[src/rtl/tpu_thread_rcv.sv]
// TPU-side thread receiver: takes a header plus instruction beats, fills IMEM, starts the sequencer, returns commit.
// Optional macro TPU_RCV_LENCHK_EN adds a sticky O_Err for out-of-range header lengths.
module tpu_thread_rcv #(
  parameter int WIDTH_INSTR     = 64,
  parameter int WIDTH_ID        = 16,
  parameter int WIDTH_NUM_ISSUE = 4,
  parameter int DEPTH_IMEM      = 1024,
  parameter int WIDTH_IADDR     = $clog2(DEPTH_IMEM)
) (
  input  logic                       clock,
  input  logic                       reset,
  input  logic                       I_Valid,
  input  logic [WIDTH_INSTR-1:0]     I_Data,
  output logic                       O_Ready,
  output logic                       O_IMem_We,
  output logic [WIDTH_IADDR-1:0]     O_IMem_Addr,
  output logic [WIDTH_INSTR-1:0]     O_IMem_Data,
  output logic                       O_Start,
  output logic [WIDTH_ID-1:0]        O_ThreadID,
  output logic [WIDTH_IADDR:0]       O_Length,
  input  logic                       I_End,
  output logic                       O_Commit,
  output logic [WIDTH_NUM_ISSUE-1:0] O_IssueNo,
`ifdef TPU_RCV_LENCHK_EN
  output logic                       O_Err,
`endif
  output logic                       O_Busy
);

  // state      | meaning
  // RCV_INIT   | idle, waiting for a header beat
  // RCV_INSTRS | receiving instruction beats into IMEM
  // RCV_START  | one-cycle start pulse to the sequencer
  // RCV_RUN    | thread executing, waiting for I_End
  // RCV_COMMIT | one-cycle commit pulse with issue number
  typedef enum logic [2:0] {
    RCV_INIT,
    RCV_INSTRS,
    RCV_START,
    RCV_RUN,
    RCV_COMMIT
  } rcv_state_t;

  localparam logic [WIDTH_IADDR:0] LP_ONE     = (WIDTH_IADDR+1)'(1);
  localparam logic [WIDTH_IADDR:0] LP_DEPTH   = (WIDTH_IADDR+1)'(DEPTH_IMEM);
  localparam logic [31:0]          LP_DEPTH32 = 32'(DEPTH_IMEM);

  rcv_state_t                 r_state;
  logic [WIDTH_IADDR:0]       r_cnt;
  logic [WIDTH_IADDR:0]       r_len;
  logic [WIDTH_ID-1:0]        r_id;
  logic [WIDTH_NUM_ISSUE-1:0] r_issue;
  logic                       r_start;
  logic                       r_commit;
  logic                       r_busy;
`ifdef TPU_RCV_LENCHK_EN
  logic                       r_err;
  logic                       w_len_bad;
`endif

  logic                       w_xfer;
  logic                       w_last;
  logic [15:0]                w_hdr_len;
  logic [31:0]                w_len_ext;
  logic [WIDTH_IADDR:0]       w_len_eff;

  assign O_Ready   = (r_state == RCV_INIT) || (r_state == RCV_INSTRS);
  assign w_xfer    = I_Valid && O_Ready;
  assign w_last    = (r_cnt == (r_len - LP_ONE));
  assign w_hdr_len = I_Data[15:0];
  assign w_len_ext = {16'd0, w_hdr_len};

  // Zero length still loads one beat; oversize lengths are clamped to the IMEM depth.
  always_comb begin
    w_len_eff = (WIDTH_IADDR+1)'(w_hdr_len);
    if (w_hdr_len == 16'd0)
      w_len_eff = LP_ONE;
    else if (w_len_ext > LP_DEPTH32)
      w_len_eff = LP_DEPTH;
  end

`ifdef TPU_RCV_LENCHK_EN
  assign w_len_bad = (w_hdr_len == 16'd0) || (w_len_ext > LP_DEPTH32);
`endif

  always_ff @(posedge clock or negedge reset) begin
    if (!reset) begin
      r_state  <= RCV_INIT;
      r_cnt    <= '0;
      r_len    <= '0;
      r_id     <= '0;
      r_issue  <= '0;
      r_start  <= 1'b0;
      r_commit <= 1'b0;
      r_busy   <= 1'b0;
`ifdef TPU_RCV_LENCHK_EN
      r_err    <= 1'b0;
`endif
    end else begin
      r_start  <= 1'b0;
      r_commit <= 1'b0;
      case (r_state)
        RCV_INIT: begin
          if (w_xfer) begin
`ifdef TPU_RCV_LENCHK_EN
            if (w_len_bad) begin
              r_err <= 1'b1;
            end else begin
              r_id    <= I_Data[32 +: WIDTH_ID];
              r_issue <= I_Data[16 +: WIDTH_NUM_ISSUE];
              r_len   <= w_len_eff;
              r_cnt   <= '0;
              r_busy  <= 1'b1;
              r_state <= RCV_INSTRS;
            end
`else
            r_id    <= I_Data[32 +: WIDTH_ID];
            r_issue <= I_Data[16 +: WIDTH_NUM_ISSUE];
            r_len   <= w_len_eff;
            r_cnt   <= '0;
            r_busy  <= 1'b1;
            r_state <= RCV_INSTRS;
`endif
          end
        end
        RCV_INSTRS: begin
          if (w_xfer) begin
            r_cnt <= r_cnt + LP_ONE;
            if (w_last) begin
              r_start <= 1'b1;
              r_state <= RCV_START;
            end
          end
        end
        RCV_START: begin
          r_state <= RCV_RUN;
        end
        RCV_RUN: begin
          if (I_End) begin
            r_commit <= 1'b1;
            r_state  <= RCV_COMMIT;
          end
        end
        RCV_COMMIT: begin
          r_busy  <= 1'b0;
          r_state <= RCV_INIT;
        end
        default: begin
          r_state <= RCV_INIT;
        end
      endcase
    end
  end

  assign O_IMem_We   = (r_state == RCV_INSTRS) && I_Valid;
  assign O_IMem_Addr = O_IMem_We ? r_cnt[WIDTH_IADDR-1:0] : '0;
  assign O_IMem_Data = O_IMem_We ? I_Data : '0;
  assign O_Start     = r_start;
  assign O_Commit    = r_commit;
  assign O_ThreadID  = r_id;
  assign O_Length    = r_len;
  assign O_IssueNo   = r_issue;
  assign O_Busy      = r_busy;
`ifdef TPU_RCV_LENCHK_EN
  assign O_Err       = r_err;
`endif

endmodule

[config.mk]
export PLATFORM = sky130hd
export DESIGN_NAME = tpu_thread_rcv
export DESIGN_NICKNAME = d
export VERILOG_FILES = /design/src/rtl/tpu_thread_rcv.sv
export SDC_FILE = /design/constraint.sdc
export NUM_CORES = 1
export LEC_CHECK = 0
export ABC_AREA = 1
export ABC_CLOCK_PERIOD_IN_PS = 2100
export BUFFER_PORTS_ARGS = -buffer_cell sky130_fd_sc_hd__buf_2
export CAP_MARGIN = 15
export CORE_UTILIZATION = 44
export CTS_BUF_LIST = sky130_fd_sc_hd__clkbuf_16
export DETAILED_ROUTE_END_ITERATION = 12
export PLACE_DENSITY_LB_ADDON = 0.15
export SLEW_MARGIN = 20
export SYNTH_ARGS = -nofsm -noshare
export SYNTH_HDL_FRONTEND = slang
export SYNTH_SLANG_ARGS = --single-unit
[constraint.sdc]
create_clock -name clock -period 2.1 [get_ports clock]
set_input_delay 0.63 -clock clock [delete_from_list [all_inputs] [get_ports clock]]
set_output_delay 0.63 -clock clock [all_outputs]
set_load 0.03 [all_outputs]
==> metrics.log, run 1 <==
[metrics] run status: finished, violations left
[metrics] violated checks: setup timing
[metrics] fraction of synthesis flops using an asynchronous set or reset pin: 100%
[metrics] maximum clock insertion buffer count: 2
[metrics] sum of negative setup slack: -7.81 ns
[metrics] final weighted congestion in routability-driven placement: 0.887
[metrics] worst path arrival time: 1.61 ns
[metrics] grt total ovfl: 0
[metrics] transition at the pin with the smallest max-transition slack: 0.601 ns
[metrics] placeable core region: 0.00649 mm2
[metrics] ports placed on the boundary: 178
[metrics] fraction of post-synthesis cell area in the top cell type by area: 39.6%
[metrics] post-synth design cell area: 0.00304 mm2
[metrics] Critical Path Source Type: flip-flop
[metrics] Post-Syn Nets: 529
[metrics] Distinct cells, synth: 32
[metrics] register bit total from synthesis: 48
[metrics] leakage component of the power: 2.86 nW
[metrics] finished layout cell area: 0.00525 mm2
[metrics] final layout net count: 723
[metrics] number of diodes: 0
[metrics] number of buffers inserted by port buffering: 177
[metrics] Synth Warn #: 0
[metrics] most frequently used cell type in the post-synthesis netlist: sky130_fd_sc_hd__inv_1
[metrics] cts hold-fix bufs: 0
[metrics] leading area contributor after synthesis: sky130_fd_sc_hd__dfrtp_1
[metrics] Max H-tree Level: 2
[metrics] clock root buffer master: sky130_fd_sc_hd__clkbuf_16
[metrics] peak ir drop on the vdd network: 0.693 mV
[metrics] number of DRC violations after detailed-routing iteration 0: 221
[metrics] remaining max-slew budget at the tightest pin: 60.0%
[metrics] Slew Viols, Final: 0
[metrics] average cell area after synthesis: 6.61 um2
[metrics] kind of end point of the critical path: output port
[metrics] number of enable-type register cells in the synthesized netlist: 0
[metrics] portion of the post-synthesis area used by sequential elements: 39.6%
[metrics] Area growth, synth to finish: 72.9%
[metrics] Top FF cell, synth: sky130_fd_sc_hd__dfrtp_1
[metrics] cts bufs inserted: 5
[metrics] total power consumption of the routed design: 0.00628 W
[metrics] filler cell count: 439
[metrics] global-route wire length before repair: 15200 um
[metrics] aggregate global-route resource usage: 26.4%
[metrics] crit share post-route: 106%
[metrics] setup violation total in the final timing report: 74
[metrics] Min-Delay Path Class: input pin to asynchronous set/reset pin
[metrics] clk_lat worst skew: 0.29 ns
[metrics] cell area after placement: 0.00469 mm2
[metrics] Detailed Route WL: 9360 um
[metrics] maximum number of pins on one net before global-route repair: 49
[metrics] Antenna Violating Nets Remaining: 0
[metrics] clock tree from TritonCTS: built
[metrics] total power divided by cell area: 1200 mW/mm2
[metrics] number of global-route vias before repair: 3361
[metrics] Max Fanout on Critical Path: 16
[metrics] shortest clock period the worst path allows after layout: 2.24 ns
[metrics] final routed DRC violation total: 0
[metrics] DPL Wire Length: 6850 um
[metrics] clock slew at the register clock pins of the worst setup and hold paths: 0.06 ns
[metrics] unrepaired setup endpoints after global routing: true
[metrics] y dimension of the die: 85.1 um
[metrics] share of cells above drive strength 1: 47.6%
[metrics] via count of the routed design: 3520
[metrics] critical path type: flip-flop to output port
[metrics] post-layout util: 80.8%
[metrics] required time of the critical path: 1.47 ns
[metrics] Initial Utilization: 46.7%
[metrics] Total Die Area: 0.00724 mm2
[metrics] cell types with the largest area share after synthesis: sky130_fd_sc_hd__dfrtp_1 (40%), sky130_fd_sc_hd__inv_1 (12%), sky130_fd_sc_hd__nor2_1 (12%), sky130_fd_sc_hd__nand2_1 (10%), sky130_fd_sc_hd__nand3_1 (4.1%)
[metrics] average vias per placed instance: 4.82
[metrics] number of optimization iterations in the first detailed-route pass: 4
[metrics] synth cell count leaders: sky130_fd_sc_hd__inv_1 (101), sky130_fd_sc_hd__nor2_1 (97), sky130_fd_sc_hd__nand2_1 (82)
[metrics] die extent in x: 85.1 um
[metrics] max capacitance violation total: 0
[metrics] number of hold-slack violations in the final timing report: 0
[metrics] clock sinks: 48
[metrics] synthesized instance count: 459
[metrics] site row count: 29
[metrics] Worst Clk Skew: 0.00300 ns
[metrics] final routed wire length divided by cell count: 12.8 um
[metrics] fmax: 447 MHz
[metrics] Post-Place Setup Slack: -0.0354 ns
[metrics] antenna violations before repair: 0
[metrics] least setup slack across all paths after layout: -0.136 ns
[stage by stage]
| stage | hold slack (ns) | instances |
|---|---|---|
| 3_5_place_dp | 0.474 | 718 |
| 6_report | 0.425 | 731 |
| 2_1_floorplan | 0.334 | 459 |
| 4_1_cts | 0.467 | 729 |
| 5_1_grt | 0.501 | 731 |
| 3_3_place_gp | 0.470 | 718 |
[logic make-up after synthesis]
logic type | Yosys count | share of synthesized area (%)
fa+ha+maj | 2 | 0.824
simple gates | 232 | 33.1
flops | 48 | 39.6
compound gates | 50 | 9.19
buf+inv | 123 | 16.2
xor+xnor | 4 | 1.15
[layout by cell type (no fill, tap or decap), types with 3 or more instances in the layout]
master / instances
sky130_fd_sc_hd__nand4_1: 5
sky130_fd_sc_hd__o31ai_1: 4
sky130_fd_sc_hd__inv_2: 7
sky130_fd_sc_hd__nand2_1: 81
sky130_fd_sc_hd__o21ai_1: 22
sky130_fd_sc_hd__xor2_1: 3
sky130_fd_sc_hd__nor3_1: 9
sky130_fd_sc_hd__buf_6: 25
sky130_fd_sc_hd__nand2_2: 4
sky130_fd_sc_hd__nor2_1: 22
sky130_fd_sc_hd__o21ai_0: 15
sky130_fd_sc_hd__a21oi_1: 4
sky130_fd_sc_hd__buf_2: 102
sky130_fd_sc_hd__nand3_1: 24
sky130_fd_sc_hd__inv_1: 100
sky130_fd_sc_hd__nor2_2: 7
sky130_fd_sc_hd__clkbuf_16: 5
sky130_fd_sc_hd__bufinv_16: 3
sky130_fd_sc_hd__dfrtp_1: 48
sky130_fd_sc_hd__buf_4: 69
sky130_fd_sc_hd__buf_12: 5
sky130_fd_sc_hd__nor2_4: 74
[where the power goes]
group	internal, W	switching [W]
clock network	0.000802	0.000343
registers	0.00120	0.000172
logic	0.00129	0.00248
total	0.00329	0.00299
[final timing paths]
check | cells after the start | start | slack, ns | to
setup / recovery | 7 | r_state[2] | -0.14 | O_IMem_Data[43]
hold / removal | 2 | reset | 0.42 | O_Commit
setup reg to reg | 12 | O_Length[0] | 0.16 | r_state[0]
hold reg to reg | 2 | O_ThreadID[11] | 0.49 | O_ThreadID[11]
max in group asynchronous | 2 | reset | 1.26 | r_cnt[2]
min in group clock | 2 | O_ThreadID[11] | 0.49 | O_ThreadID[11]
[flip-flops by register name (all words and copies together) (netlist names)]
| register | count |
|---|---|
| O_Busy | 1 |
| O_Commit | 1 |
| O_IssueNo | 4 |
| O_Length | 11 |
| O_Start | 1 |
| O_ThreadID | 16 |
| r_cnt | 11 |
| r_state | 3 |
[layer usage]
layer	global-route usage, %	part of all wire (%)	vias up	wire (um)
li1	-	-	1761	-
met2	48.1	52	132	4900
met4	7.55	1.7	0	155
met5	0	0	-	0
met1	32.5	41	1610	3840
met3	3.89	5.1	17	473
[cell type report]
type	count	area, um2	share of cell area (%)
multi-input combinational	288	1910	36.4
clock buffer	5	125	2.38
sequential	48	1200	22.9
timing repair buffer	201	1410	26.9
timing repair inverter	1	3.75	0.0715
inverter	108	412	7.84
tap	77	96.3	1.84
clock inverter	3	90.1	1.72
[timing repair]
| item | CTS | global route |
|---|---|---|
| endpoints found under the setup margin | 75 | 77 |
| pin swaps | 2 | 1 |
| setup buffers | 2 | 2 |
| resized for setup | 99 | 8 |
| gates cloned | 1 | 0 |
[worst max-delay path: stages (launching register included)]
cell and delay [ns]:
sky130_fd_sc_hd__dfrtp_1 0.40, sky130_fd_sc_hd__inv_2 0.10, sky130_fd_sc_hd__nand3_4 0.09, sky130_fd_sc_hd__nor2_4 0.19, sky130_fd_sc_hd__inv_6 0.08, sky130_fd_sc_hd__buf_12 0.18
sky130_fd_sc_hd__nor2_4 0.10, sky130_fd_sc_hd__buf_4 0.16
Power figures use the tool's default switching activity.
==> run 2, diff against run 1 <==
--- a/config.mk
+++ b/config.mk
@@ -5,7 +5,6 @@
 export SDC_FILE = /design/constraint.sdc
 export NUM_CORES = 1
 export LEC_CHECK = 0
-export ABC_AREA = 1
 export ABC_CLOCK_PERIOD_IN_PS = 2100
 export BUFFER_PORTS_ARGS = -buffer_cell sky130_fd_sc_hd__buf_2
 export CAP_MARGIN = 15
==> metrics.log, run 2 <==
[metrics] peak ir drop on the vdd network: 0.532 mV (-23%)
[metrics] delay contributed by the slowest stage of the critical path: 0.44 ns (+0.04 ns)
[metrics] cts bufs inserted: 5 (unchanged)
[metrics] placeable core region: 0.00639 mm2 (-1.7%)
[metrics] post-synth design cell area: 0.00291 mm2 (-4.1%)
[metrics] internal power consumption: 0.00213 W (-35%)
[metrics] number of DRC violations after detailed-routing iteration 0: 244 (+10%)
[metrics] ports placed on the boundary: 178 (unchanged)
[metrics] detailed-route wire length on metal 1: 4120 um (+7.4%)
[metrics] switching fraction of total power: 34.9% (-13 points)
[metrics] synth cell count leaders: sky130_fd_sc_hd__and3_1 (80), sky130_fd_sc_hd__nand2_1 (72), sky130_fd_sc_hd__dfrtp_1 (48)
[metrics] final routed wire length divided by cell count: 17.6 um (+37%)
[metrics] commonest cells after routing, fill and taps aside: sky130_fd_sc_hd__buf_2 (102), sky130_fd_sc_hd__buf_6 (80), sky130_fd_sc_hd__nand2_1 (72)
[metrics] Area growth, synth to finish: 77.7%
[metrics] Max H-tree Level: 2 (unchanged)
[metrics] DPL Wire Length: 6740 um (-1.6%)
[metrics] die extent in x: 83.3 um (-2.0%)
[metrics] total power consumption of the routed design: 0.00327 W (-48%)
[metrics] average cell area after synthesis: 8.27 um2 (+25%)
[metrics] leakage component of the power: 2.71 nW (-5.3%)
[metrics] y dimension of the die: 83.3 um (-2.0%)
[metrics] Critical Path Source Type: flip-flop
[metrics] most frequently used cell type in the post-synthesis netlist: sky130_fd_sc_hd__and3_1
[metrics] CP Buf/Inv Count: 2 (-2)
[metrics] final routed DRC violation total: 0 (unchanged)
[metrics] fraction of synthesis flops using an asynchronous set or reset pin: 100% (unchanged)
[metrics] clock tree from TritonCTS: built
[metrics] fraction of power consumed by sequential logic: 35.1% (+13 points)
[metrics] slowest stage cell, crit path: sky130_fd_sc_hd__dfrtp_2
[metrics] depth of the worst register-to-register path: 10 (-2)
[metrics] Distinct cells, synth: 43 (+34%)
[metrics] final weighted congestion in routability-driven placement: 0.921 (+3.9%)
[metrics] Synth Warn #: 0 (unchanged)
[metrics] portion of the post-synthesis area used by sequential elements: 41.3% (+1.7 points)
[metrics] cts hold-fix bufs: 0 (unchanged)
[metrics] total power divided by cell area: 632 mW/mm2 (-47%)
[metrics] least setup slack across all paths after layout: -0.150 ns (-0.0136 ns)
[metrics] most frequent standard cell in the layout excluding fill and tap cells: sky130_fd_sc_hd__buf_2
[metrics] Post-Place Setup Slack: -0.121 ns (-0.0859 ns)
[metrics] average vias per placed instance: 5.48 (+14%)
[metrics] unrepaired setup endpoints after global routing: true
[metrics] number of hold-slack violations in the final timing report: 0 (unchanged)
[metrics] Crit. path cell count: 5 (-2)
[metrics] fraction of post-synthesis cell area in the top cell type by area: 41.3% (+1.7 points)
[metrics] violated checks: setup timing
[metrics] global-route wire length before repair: 16100 um (+6.1%)
[metrics] clock sinks: 48 (unchanged)
[metrics] Initial Utilization: 45.6% (-1.1 points)
[metrics] critical path type: flip-flop to output port
[metrics] number of diodes: 0 (unchanged)
[metrics] top routing layer in use: met4
[metrics] number of buffers inserted by port buffering: 177 (unchanged)
[metrics] number of flip-flops in the largest register: 16 (unchanged)
[metrics] number of global-route vias before repair: 3398 (+1.1%)
[metrics] remaining max-slew budget at the tightest pin: 73.3% (+13 points)
[metrics] Detailed Route WL: 11000 um (+18%)
[metrics] Sw Pwr: 0.00114 W (-62%)
[metrics] Total Die Area: 0.00695 mm2 (-4.0%)
[metrics] gate family responsible for the most delay along the worst path: simple AND/OR/NAND/NOR gates
[metrics] crit share post-route: 107% (+0.65 points)
[metrics] Antenna Violating Nets Remaining: 0 (unchanged)
[metrics] final layout net count: 618 (-15%)
[metrics] cell area after placement: 0.00430 mm2 (-8.4%)
[metrics] site row count: 29 (unchanged)
[metrics] shortest clock period the worst path allows after layout: 2.25 ns (+0.0136 ns)
[metrics] wire length on met2: 5800 um (+18%)
[metrics] finished layout cell area: 0.00517 mm2 (-1.4%)
[metrics] maximum number of pins on one net before global-route repair: 55 (+12%)
[metrics] share of cells above drive strength 1: 59.2% (+12 points)
[metrics] max capacitance violation total: 0 (unchanged)
[metrics] clock slew at the register clock pins of the worst setup and hold paths: 0.07 ns (about the same)
[metrics] combinational power share: 36.9% (-23 points)
[metrics] synthesized instance count: 352 (-23%)
[metrics] maximum clock insertion buffer count: 2 (unchanged)
[metrics] Min-Delay Path Class: input pin to asynchronous set/reset pin
[metrics] setup violation total in the final timing report: 78 (+5.4%)
[metrics] cell types with the largest area share after synthesis: sky130_fd_sc_hd__dfrtp_1 (41%), sky130_fd_sc_hd__and3_1 (17%), sky130_fd_sc_hd__nand2_1 (9.3%), sky130_fd_sc_hd__clkbuf_1 (3.2%), sky130_fd_sc_hd__xor2_1 (3.0%)
[metrics] number of optimization iterations in the first detailed-route pass: 4 (unchanged)
[metrics] Clk pwr share: 28.0% (+9.8 points)
[metrics] register bit total from synthesis: 48 (unchanged)
[metrics] Worst Clk Skew: 0.00853 ns (+0.00553 ns)
[metrics] clk_lat worst skew: 0.29 ns (about the same)
[metrics] run status: finished, violations left
[metrics] worst path arrival time: 1.62 ns (about the same)
[metrics] fmax: 444 MHz (-0.61%)
[metrics] filler cell count: 390 (-11%)
[metrics] WL met3: 746 um (+58%)
[metrics] leading area contributor after synthesis: sky130_fd_sc_hd__dfrtp_1
[metrics] required time of the critical path: 1.47 ns (about the same)
[metrics] Slew Viols, Final: 0 (unchanged)
[metrics] grt total ovfl: 0 (unchanged)
[metrics] Max Fanout on Critical Path: 16 (unchanged)
[metrics] Post-Syn Nets: 422 (-20%)
[metrics] antenna violations before repair: 0 (unchanged)
[metrics] Top FF cell, synth: sky130_fd_sc_hd__dfrtp_1
[metrics] final-layout worst hold slack: 0.258 ns (-0.167 ns)
[metrics] aggregate global-route resource usage: 28.9% (+2.4 points)
[metrics] via count of the routed design: 3431 (-2.5%)
[metrics] clock root buffer master: sky130_fd_sc_hd__clkbuf_16
[metrics] kind of end point of the critical path: output port
[metrics] CP Cell Sequence: nor2_4 > and2_4 > buf_12 > and3_2 > buf_6
[metrics] number of enable-type register cells in the synthesized netlist: 0 (unchanged)
[metrics] transition at the pin with the smallest max-transition slack: 0.400 ns (-0.200 ns)
[run 2: power by group through the flow]
| stage | clock network (W) | logic, W | registers (W) |
|---|---|---|---|
| final | 0.000917 | 0.00121 | 0.00115 |
| after global routing | 0.000965 | 0.00128 | 0.00116 |
| after CTS | 0.000908 | 0.00114 | 0.00114 |
| after detailed placement | 0 | 0.000998 | 0.00115 |
| after global placement | 0 | 0.000978 | 0.00115 |
| after floorplan | 0 | 0.000604 | 0.00122 |
[run 2: per-layer routing]
layer / vias to the layer above / GRT usage, %
met4: 0 / 9.25
met3: 35 / 4.08
met5: - / 0
li1: 1622 / -
met2: 162 / 53.5
met1: 1612 / 34.2
[run 2: cell families (layout without fill, tap and decap cells)]
family | Yosys count | after routing | synth area share [%]
buffers and inverters | 33 | 229 | 4.64
AO/OA/AOI/OAI | 35 | 35 | 8.42
multiplexers | 2 | 2 | 0.731
flip-flops | 48 | 48 | 41.3
AND/OR/NAND/NOR | 214 | 215 | 38.7
XOR/XNOR | 18 | 18 | 5.41
adder cells (fa/ha/maj) | 2 | 2 | 0.859
[run 2: final timing paths]
| path | from | end | slack (ns) |
|---|---|---|---|
| min | reset | O_Length[1] | 0.26 |
| min in group clock | O_ThreadID[12] | O_ThreadID[12] | 0.48 |
| min reg2reg | O_ThreadID[12] | O_ThreadID[12] | 0.48 |
| max reg2reg | O_Length[1] | r_state[0] | -0.05 |
| max in group asynchronous | reset | r_cnt[3] | 1.26 |
| max | r_state[2] | O_IMem_Data[4] | -0.15 |
[run 2: what timing repair did]
action                     4_1_cts  5_1_grt
cloned                           1        4
setup endpoints to repair       77       88
setup buffers                    6        3
pin swaps                        4       16
resized for setup              146       34
[run 2: final cells by class]
cell class	instances	area, um2	area share (%)
Inverter	4	17.5	0.338
Timing Repair Buffer	217	1780	34.5
Tap cell	77	96.3	1.86
Clock inverter	3	42.5	0.822
Clock buffer	5	125	2.42
Multi-Input combinational cell	272	1900	36.8
Sequential cell	48	1210	23.3
[run 2: per-stage QoR]
stage	cells	utilization, %	setup TNS, ns
global route	626	81.0	-11.54
finish	626	81.0	-8.04
floorplan	352	-	-3.05
CTS	620	78.3	-5.88
detailed placement	605	67.3	-0.806
global placement	605	67.3	-0.409
[run 2: worst reg2reg max path: cells and delay by family, from the launching register on]
family,cells,cell delay (ns)
buffers and inverters,3,0.34
and+or+nand+nor,4,0.94
AOI/OAI and AO/OA,2,0.14
adders and majority gates,1,0.14
DFF,1,0.46
==> run 3, diff against run 2 <==
--- a/config.mk
+++ b/config.mk
@@ -11,8 +11,8 @@
 export CORE_UTILIZATION = 44
 export CTS_BUF_LIST = sky130_fd_sc_hd__clkbuf_16
 export DETAILED_ROUTE_END_ITERATION = 12
-export PLACE_DENSITY_LB_ADDON = 0.15
-export SLEW_MARGIN = 20
+export PLACE_DENSITY = 0.89
+export SKIP_CTS_REPAIR_TIMING = 1
 export SYNTH_ARGS = -nofsm -noshare
 export SYNTH_HDL_FRONTEND = slang
 export SYNTH_SLANG_ARGS = --single-unit
==> metrics.log, run 3 (synthesized netlist as in run 2, its figures left out) <==
[metrics] clock slew at the register clock pins of the worst setup and hold paths: 0.07 ns (about the same)
[metrics] worst path arrival time: 1.68 ns (+0.06 ns)
[metrics] critical path type: flip-flop to output port
[metrics] Area growth, synth to finish: 74.0%
[metrics] antenna violations before repair: 0 (unchanged)
[metrics] number of global-route vias before repair: 3000 (-12%)
[metrics] max capacitance violation total: 0 (unchanged)
[metrics] global-route wire length before repair: 14700 um (-9.0%)
[metrics] Antenna Violating Nets Remaining: 0 (unchanged)
[metrics] crit share post-route: 110% (+3.0 points)
[metrics] Max Fanout on Critical Path: 15 (-1)
[metrics] CP Cell Sequence: nor2_4 > and2_4 > clkbuf_16 > and3_2 > buf_2
[metrics] placeable core region: 0.00639 mm2 (unchanged)
[metrics] clk_lat worst skew: 0.29 ns (about the same)
[metrics] depth of the worst register-to-register path: 7 (-3)
[metrics] required time of the critical path: 1.47 ns (about the same)
[metrics] total power consumption of the routed design: 0.00329 W (+0.54%)
[metrics] total power divided by cell area: 649 mW/mm2 (+2.7%)
[metrics] Slew Viols, Final: 0 (unchanged)
[metrics] remaining max-slew budget at the tightest pin: 68.3% (-5.0 points)
[metrics] DPL Wire Length: 7030 um (+4.3%)
[metrics] average vias per placed instance: 5.67 (+3.4%)
[metrics] unrepaired setup endpoints after global routing: true
[metrics] cts bufs inserted: 5 (unchanged)
[metrics] Total Die Area: 0.00695 mm2 (unchanged)
[metrics] number of diodes: 0 (unchanged)
[metrics] kind of end point of the critical path: output port
[metrics] site row count: 29 (unchanged)
[metrics] final routed DRC violation total: 0 (unchanged)
[metrics] run status: finished, violations left
[metrics] ports placed on the boundary: 178 (unchanged)
[metrics] source of the worst register-to-register timing path: O_Length[0]
[metrics] peak ir drop on the vdd network: 0.583 mV (+9.6%)
[metrics] maximum clock insertion buffer count: 2 (unchanged)
[metrics] die extent in x: 83.3 um (unchanged)
[metrics] Detailed Route WL: 10900 um (-0.70%)
[metrics] filler cell count: 382 (-2.1%)
[metrics] Critical Path Source Type: flip-flop
[metrics] grt total ovfl: 0 (unchanged)
[metrics] number of DRC violations after detailed-routing iteration 0: 188 (-23%)
[metrics] final layout net count: 609 (-1.5%)
[metrics] Initial Utilization: 45.6% (unchanged)
[metrics] clock sinks: 48 (unchanged)
[metrics] commonest cells after routing, fill and taps aside: sky130_fd_sc_hd__buf_2 (104), sky130_fd_sc_hd__buf_6 (74), sky130_fd_sc_hd__nand2_1 (72)
[metrics] reg-to-reg critical path endpoint: O_Start
[metrics] violated checks: setup timing
[metrics] delay contributed by the slowest stage of the critical path: 0.43 ns (about the same)
[metrics] least setup slack across all paths after layout: -0.213 ns (-0.0636 ns)
[metrics] setup violation total in the final timing report: 75 (-3.8%)
[metrics] Max H-tree Level: 2 (unchanged)
[metrics] reg-to-reg slack, setup: -0.02 ns (+0.03 ns)
[metrics] number of optimization iterations in the first detailed-route pass: 7 (+3)
[metrics] leakage component of the power: 2.68 nW (-1.3%)
[metrics] fmax: 432 MHz (-2.8%)
[metrics] most frequent standard cell in the layout excluding fill and tap cells: sky130_fd_sc_hd__buf_2
[metrics] sequential cell area in the final layout: 0.00121 mm2 (unchanged)
[metrics] aggregate global-route resource usage: 26.3% (-2.6 points)
[metrics] clock root buffer master: sky130_fd_sc_hd__clkbuf_16
[metrics] via count of the routed design: 3497 (+1.9%)
[metrics] total area of multi-input combinational cells: 0.00189 mm2 (-0.85%)
[metrics] transition at the pin with the smallest max-transition slack: 0.475 ns (+0.0749 ns)
[metrics] Worst Clk Skew: 0.00619 ns (-0.00234 ns)
[metrics] maximum number of pins on one net before global-route repair: 44 (-20%)
[metrics] y dimension of the die: 83.3 um (unchanged)
[metrics] number of buffers inserted by port buffering: 177 (unchanged)
[metrics] final routed wire length divided by cell count: 17.7 um (+0.75%)
[metrics] slowest stage cell, crit path: sky130_fd_sc_hd__dfrtp_2
[metrics] shortest clock period the worst path allows after layout: 2.31 ns (+0.0636 ns)
[metrics] number of hold-slack violations in the final timing report: 0 (unchanged)
[metrics] number of flip-flops in the largest register: 16 (unchanged)
[metrics] final weighted congestion in routability-driven placement: 0.904 (-1.9%)
[metrics] Min-Delay Path Class: input pin to asynchronous set/reset pin
[metrics] share of cells above drive strength 1: 58.1% (-1.1 points)
[metrics] clock tree from TritonCTS: built
[metrics] sum of negative setup slack: -8.40 ns (-0.363 ns)
run 3: cell types whose count changed in the layout (fill, tap and decap cells not counted), moves of 2 or more:
cell                       delta
sky130_fd_sc_hd__and3_4       -4
sky130_fd_sc_hd__and3_2       +3
sky130_fd_sc_hd__buf_12       -2
sky130_fd_sc_hd__buf_2        +2
sky130_fd_sc_hd__clkinv_4     +2
sky130_fd_sc_hd__nor4_2       -2
sky130_fd_sc_hd__buf_6        -6
sky130_fd_sc_hd__buf_4        -3
sky130_fd_sc_hd__inv_1        +2
run 3: worst max path at each step:
stage,endpoint,slack [ns],from,depth (start not counted)
3_3_place_gp,O_IMem_Addr[0],-0.02,I_Valid,5
5_1_grt,O_IMem_Data[3],-0.27,r_state[1],5
2_1_floorplan,O_IMem_Data[24],-0.05,r_state[1],6
4_1_cts,O_IMem_Addr[0],-0.19,r_state[1],5
3_5_place_dp,r_state[0],-0.06,O_Length[0],8
6_report,O_IMem_Data[3],-0.21,r_state[1],5
run 3: worst max-delay path: cells and delay by family (launching register included):
kind | cells | cell delay (ns)
simple gates | 3 | 0.57
flops | 1 | 0.43
buf+inv | 2 | 0.41
run 3: through the flow:
stage,instance area [um2],instances,util [%],setup slack (ns),hold slack (ns)
finish,5070,617,79.3,-0.213,0.290
global route,5070,617,79.3,-0.266,0.317
CTS,4430,609,69.3,-0.190,0.307
detailed placement,4260,601,66.6,-0.0589,0.457
global placement,4260,601,66.6,-0.0184,0.453
floorplan,3210,352,-,-0.0517,0.334
run 3: power breakdown:
part           switching [W]  internal, W  leakage [nW]  total, W
Sequential          0.000131      0.00102         0.608   0.00115
Clock               0.000359     0.000566        0.0840  0.000925
Combinational       0.000675     0.000535          1.99   0.00121
Total                0.00117      0.00212          2.68   0.00329
run 3: cell type report:
type	instances	area share (%)
multi-input combinational	271	37.2
timing repair buffer	209	33.3
sequential	48	23.8
clock buffer	5	2.47
tap	77	1.90
clock inverter	3	0.939
inverter	4	0.296
run 3: layer usage:
metal | up-vias | GRT usage [%] | share of wire, %
li1 | 1602 | - | -
met5 | - | 0 | 0
met2 | 183 | 47.7 | 53
met3 | 38 | 3.08 | 6.1
met1 | 1674 | 32.2 | 38
met4 | 0 | 8.78 | 2.8
